[config.mk]
export PLATFORM = sky130hd
export DESIGN_NAME = btn_conditioner
export DESIGN_NICKNAME = d
export VERILOG_FILES = /design/src/rtl/btn_conditioner.sv
export SDC_FILE = /design/constraint.sdc
export NUM_CORES = 1
export LEC_CHECK = 0
export CAP_MARGIN = 20
export CORE_MARGIN = 2
export CORE_UTILIZATION = 45
export CTS_CLUSTER_SIZE = 25
export DETAILED_ROUTE_END_ITERATION = 12
export PLACE_DENSITY = 0.72
export SETUP_SLACK_MARGIN = 0.02
export SLEW_MARGIN = 20
export SYNTH_ARGS = -nofsm -noshare
export SYNTH_HDL_FRONTEND = slang
export SYNTH_SLANG_ARGS = --single-unit
[constraint.sdc]
create_clock -name Clk -period 7.1 [get_ports Clk]
set_clock_uncertainty 0.2 [all_clocks]
set_input_delay 1.42 -clock Clk [delete_from_list [all_inputs] [get_ports Clk]]
set_output_delay 1.42 -clock Clk [all_outputs]
set_load 0.05 [all_outputs]
[src/rtl/btn_conditioner.sv]
// btn_conditioner: debounces active-low buttons into clean levels plus press/release strobes.
// Define BTN_LONGPRESS_EN to add the o_Long hold strobe.
module btn_conditioner #(
  parameter int NUM_BTN     = 3,
  parameter int DEB_CYCLES  = 500000,
  parameter int LONG_CYCLES = 50000000
) (
  input  logic               Clk,
  input  logic               Rst,
  input  logic [NUM_BTN-1:0] i_Btn,
  output logic [NUM_BTN-1:0] o_Level,
  output logic [NUM_BTN-1:0] o_Press,
  output logic [NUM_BTN-1:0] o_Release,
  output logic [NUM_BTN-1:0] o_Long
);
  localparam int MAX_C = (DEB_CYCLES > LONG_CYCLES) ? DEB_CYCLES : LONG_CYCLES;
  localparam int CNT_W = $clog2(MAX_C + 1);
  localparam logic [CNT_W-1:0] DEB_LAST = CNT_W'(DEB_CYCLES - 1);
  typedef enum logic [1:0] {UP, FILT_DN, DOWN, FILT_UP} state_e;
  logic [NUM_BTN-1:0] s1_q, s2_q;
  always_ff @(posedge Clk) begin
    if (!Rst) begin
      s1_q <= '1;
      s2_q <= '1;
    end else begin
      s1_q <= i_Btn;
      s2_q <= s1_q;
    end
  end
  for (genvar g = 0; g < NUM_BTN; g++) begin : g_ch
    state_e           st_q, st_d;
    logic [CNT_W-1:0] cnt_q, cnt_d;
    logic             lvl_q, lvl_d, prs_q, prs_d, rel_q, rel_d;
    always_ff @(posedge Clk) begin
      if (!Rst) begin
        st_q  <= UP;
        cnt_q <= '0;
        lvl_q <= 1'b1;
        prs_q <= 1'b0;
        rel_q <= 1'b0;
      end else begin
        st_q  <= st_d;
        cnt_q <= cnt_d;
        lvl_q <= lvl_d;
        prs_q <= prs_d;
        rel_q <= rel_d;
      end
    end
    always_comb begin
      st_d  = st_q;
      cnt_d = cnt_q;
      lvl_d = lvl_q;
      prs_d = 1'b0;
      rel_d = 1'b0;
      case (st_q)
        UP: begin
          st_d  = s2_q[g] ? UP : FILT_DN;
          cnt_d = '0;
        end
        FILT_DN: begin
          if (s2_q[g]) st_d = UP;
          else if (cnt_q == DEB_LAST) begin
            st_d  = DOWN;
            lvl_d = 1'b0;
            prs_d = 1'b1;
          end else cnt_d = cnt_q + 1'b1;
        end
        DOWN: begin
          st_d  = s2_q[g] ? FILT_UP : DOWN;
          cnt_d = '0;
        end
        default: begin
          if (!s2_q[g]) st_d = DOWN;
          else if (cnt_q == DEB_LAST) begin
            st_d  = UP;
            lvl_d = 1'b1;
            rel_d = 1'b1;
          end else cnt_d = cnt_q + 1'b1;
        end
      endcase
    end
    assign o_Level[g]   = lvl_q;
    assign o_Press[g]   = prs_q;
    assign o_Release[g] = rel_q;
`ifdef BTN_LONGPRESS_EN
    localparam logic [CNT_W-1:0] LONG_LAST = CNT_W'(LONG_CYCLES - 1);
    localparam logic [CNT_W-1:0] LONG_SAT  = CNT_W'(LONG_CYCLES);
    logic [CNT_W-1:0] lng_q, lng_d;
    logic             held, lp_q, lp_d;
    // FILT_UP still counts as held so a release bounce cannot restart the hold.
    always_comb begin
      held  = (st_q == DOWN) || (st_q == FILT_UP);
      lng_d = !held ? '0 : (lng_q == LONG_SAT) ? lng_q : lng_q + 1'b1;
      lp_d  = held && (lng_q == LONG_LAST);
    end
    always_ff @(posedge Clk) begin
      if (!Rst) begin
        lng_q <= '0;
        lp_q  <= 1'b0;
      end else begin
        lng_q <= lng_d;
        lp_q  <= lp_d;
      end
    end
    assign o_Long[g] = lp_q;
`else
    assign o_Long[g] = 1'b0;
`endif
  end
endmodule

==> reports/metrics.csv <==
metric,value,unit
area grow syn2layout,6.83,%
wire per inst,14.4,um
NetSw,0.000361,W
Placer Congestion,0.845,
Mapped Area,0.00506,mm^2
n_diodes,0,
Starting Density,46.4,%
die height,110,um
"most common cell after layout, fill and taps aside",dfxtp_1,
die width,110,um
"Setup Fix Bufs, Post-CTS",0,
run status,completed,
TritonCTS Sinks,99,
RSZ-0062 raised after global routing,false,
CP max FO,21,
total of max-cap violations,0,
Worst-Margin Slew,1080,ps
CTS Hold Bufs,0,
dpl hpwl,7.39,mm
Yosys cell types,48,
initial antenna violation count,0,
Pwr Total,0.00121,W
placed inst area,0.00518,mm^2
Crit Path Category,in2reg,
Sw Ratio,29.9,%
Vias per Instance,5.82,
largest area contributor in the netlist,dfxtp_1,
worst min path class,reg2reg,
DRC errors left,0,
CTS H-tree lvls,3,
Clk pwr share,33.8,%
max-slew violation count,0,
Hold Crit Endpoint,s2_q[1],
buffer and inverter count on the worst path,1,
clock slew at reported path FFs,90,ps
reg2reg end,g_ch[1].cnt_q[9],
"FFs w/ async S/R, synth",0,%
TritonCTS Buffers,9,
initial drt markers,203,
"Seq/Total Area, Yosys",39.2,%
CP Launch Type,primary input,
fin nets,607,
"commonest cells after routing, fill and taps aside","dfxtp_1 (99), nand2_1 (47), nor2_1 (47), a21oi_1 (36)",
CTS root buffer,clkbuf_8,
"top cells by area, synth","dfxtp_1 (39%), a21oi_1 (3.6%), nand2_1 (3.5%)",
Critical-path top delay cell,clkdlybuf4s50_1,
gr usage total,18.8,%
largest net degree at the start of global routing,35,
highest clock rate,0.280,GHz
router iterations before antenna repair,5,
cells after synthesis,602,
Max Root-Sink Buffers,2,
Syn Area/Cell,8.40,um^2
Synth Register Bits,99,
Post-synth EDFFs,0,
Max stage delay on crit path,890,ps
global-route wire length before repair,18.2,mm
"Cell Chain, Critical Path","clkdlybuf4s50_1, nand2_1, or4_1, o21ai_0",
CP required,7200,ps
FF-to-FF Start,g_ch[1].cnt_q[20],
PortBufs,13,
"delay-heaviest family, CP",simple AND/OR/NAND/NOR gates,
post-cts sizing count,0,
CTS tree,yes,
ys flop type,dfxtp_1,
setup ws final,3530,ps
Clock Latency Late Sink,380,ps
Fillers,1010,
hold_ws,219,ps
max_slew headroom,27.6,%
Leakage,1.64,nW
minimum clock period after layout,3570,ps
Worst EP arrival,3670,ps
grt total ovfl,0,
total wire length,10.6,mm
Power Dens Cells,223,mW/mm^2
Final Cycle Share,50.3,%
Pint,0.000844,W
share of the synthesized area in the top cell type,39.2,%
I/O pin cnt,17,
crit end category,flop,
Routed Antenna Nets,0,
yosys warns,0,
die area,0.0121,mm^2
final setup violation count,0,
Combinational Power Share,17.8,%
Hold Fails Final Rpt,0,
Final TNS setup,0,ps
Vias,4297,
worst slack at placement,3130,ps
Reg power frac,48.4,%
design area,0.00540,mm^2
WHS Path Cells,1,
Worst R2R Path Depth,5,
r2r setup slk,4300,ps
Core Area,0.0109,mm^2
hold wc startpoint,s1_q[1],
Worst VDD drop,0.000117,V
vias in the first global route,3963,
Core Rows,38,
fraction of layout cells with a size suffix above 1,5.69,%
[registers in the layout, summed over array words and instances, names as in the netlist, named ones only]
signal,flops
g_ch.cnt_q,78
g_ch.lvl_q,3
g_ch.prs_q,3
g_ch.rel_q,3
g_ch.st_q,3
s1_q,3
s2_q,3
[worst max path at each step]
stage / from / to / slack (ps) / depth (start not counted)
after floorplan: Rst / g_ch[1].cnt_q[24] / 4280 / 6
after global placement: Rst / g_ch[0].cnt_q[13] / 3240 / 4
after detailed placement: Rst / g_ch[0].cnt_q[3] / 3130 / 4
after CTS: Rst / g_ch[0].cnt_q[3] / 3540 / 4
after global routing: Rst / g_ch[0].cnt_q[13] / 3350 / 4
final: Rst / g_ch[0].cnt_q[3] / 3530 / 4
[Yosys cell counts (4+ instances only)]
cell      number
nand2_1       47
xor2_1        10
and4_1        11
or4_1         23
dfxtp_1       99
ha_1           9
or2_2          5
buf_4         13
and3_1        10
nor4_1        15
nor2_1        47
nor4b_1        8
nand3_1       26
nor3_1        15
xnor2_1       16
nand2b_1      15
nand4_1       26
or3_1         25
inv_1         15
a21oi_2        5
buf_2          4
and2_1         7
mux2i_1       13
o21ai_0       25
clkbuf_1      17
o31ai_1       15
o21a_1         4
o21ai_1        8
o211ai_1       5
a21oi_1       36
a211oi_1       4
[per-layer routing]
| metal | part of all wire, % | global-route usage, % |
|---|---|---|
| met1 | 47 | 24.2 |
| met2 | 48 | 31.1 |
| met3 | 3.4 | 3.41 |
| met4 | 1.7 | 7.78 |
| met5 | 0 | 0 |
[power by group through the flow]
stage / Sequential, W / Combinational (W) / Clock, W
6_report: 0.000583 / 0.000215 / 0.000408
5_1_grt: 0.000585 / 0.000241 / 0.000443
4_1_cts: 0.000582 / 0.000215 / 0.000421
3_5_place_dp: 0.000595 / 0.000213 / 0
3_3_place_gp: 0.000595 / 0.000208 / 0
2_1_floorplan: 0.000591 / 0.000173 / 0
[cells by family (layout without fill, tap and decap cells)]
group	count (synthesis)	after routing	synth area share, %
compound gates	112	112	13.7
xor+xnor	26	26	4.50
fa+ha+maj	9	9	2.23
buf+inv	52	46	5.24
flops	99	99	39.2
mux	13	13	2.57
other cells	1	3	0.0741
simple gates	290	290	32.5
[metrics by stage]
| step | util, % | instances |
|---|---|---|
| after global routing | 49.6 | 738 |
| after detailed placement | 47.5 | 722 |
| after CTS | 49.6 | 738 |
| after floorplan | - | 604 |
| after global placement | 47.5 | 722 |
| final | 49.6 | 738 |
[area by class of cell]
class,instances,area (um^2),share of cell area [%]
Clock buffer,10,138,2.55
Inverter,15,56.3,1.04
Multi-Input combinational cell,453,2820,52.2
Sequential cell,99,1980,36.7
Clock inverter,6,88.8,1.64
Tap cell,140,175,3.24
Timing Repair Buffer,15,145,2.69
Power figures use the tool's default switching activity.
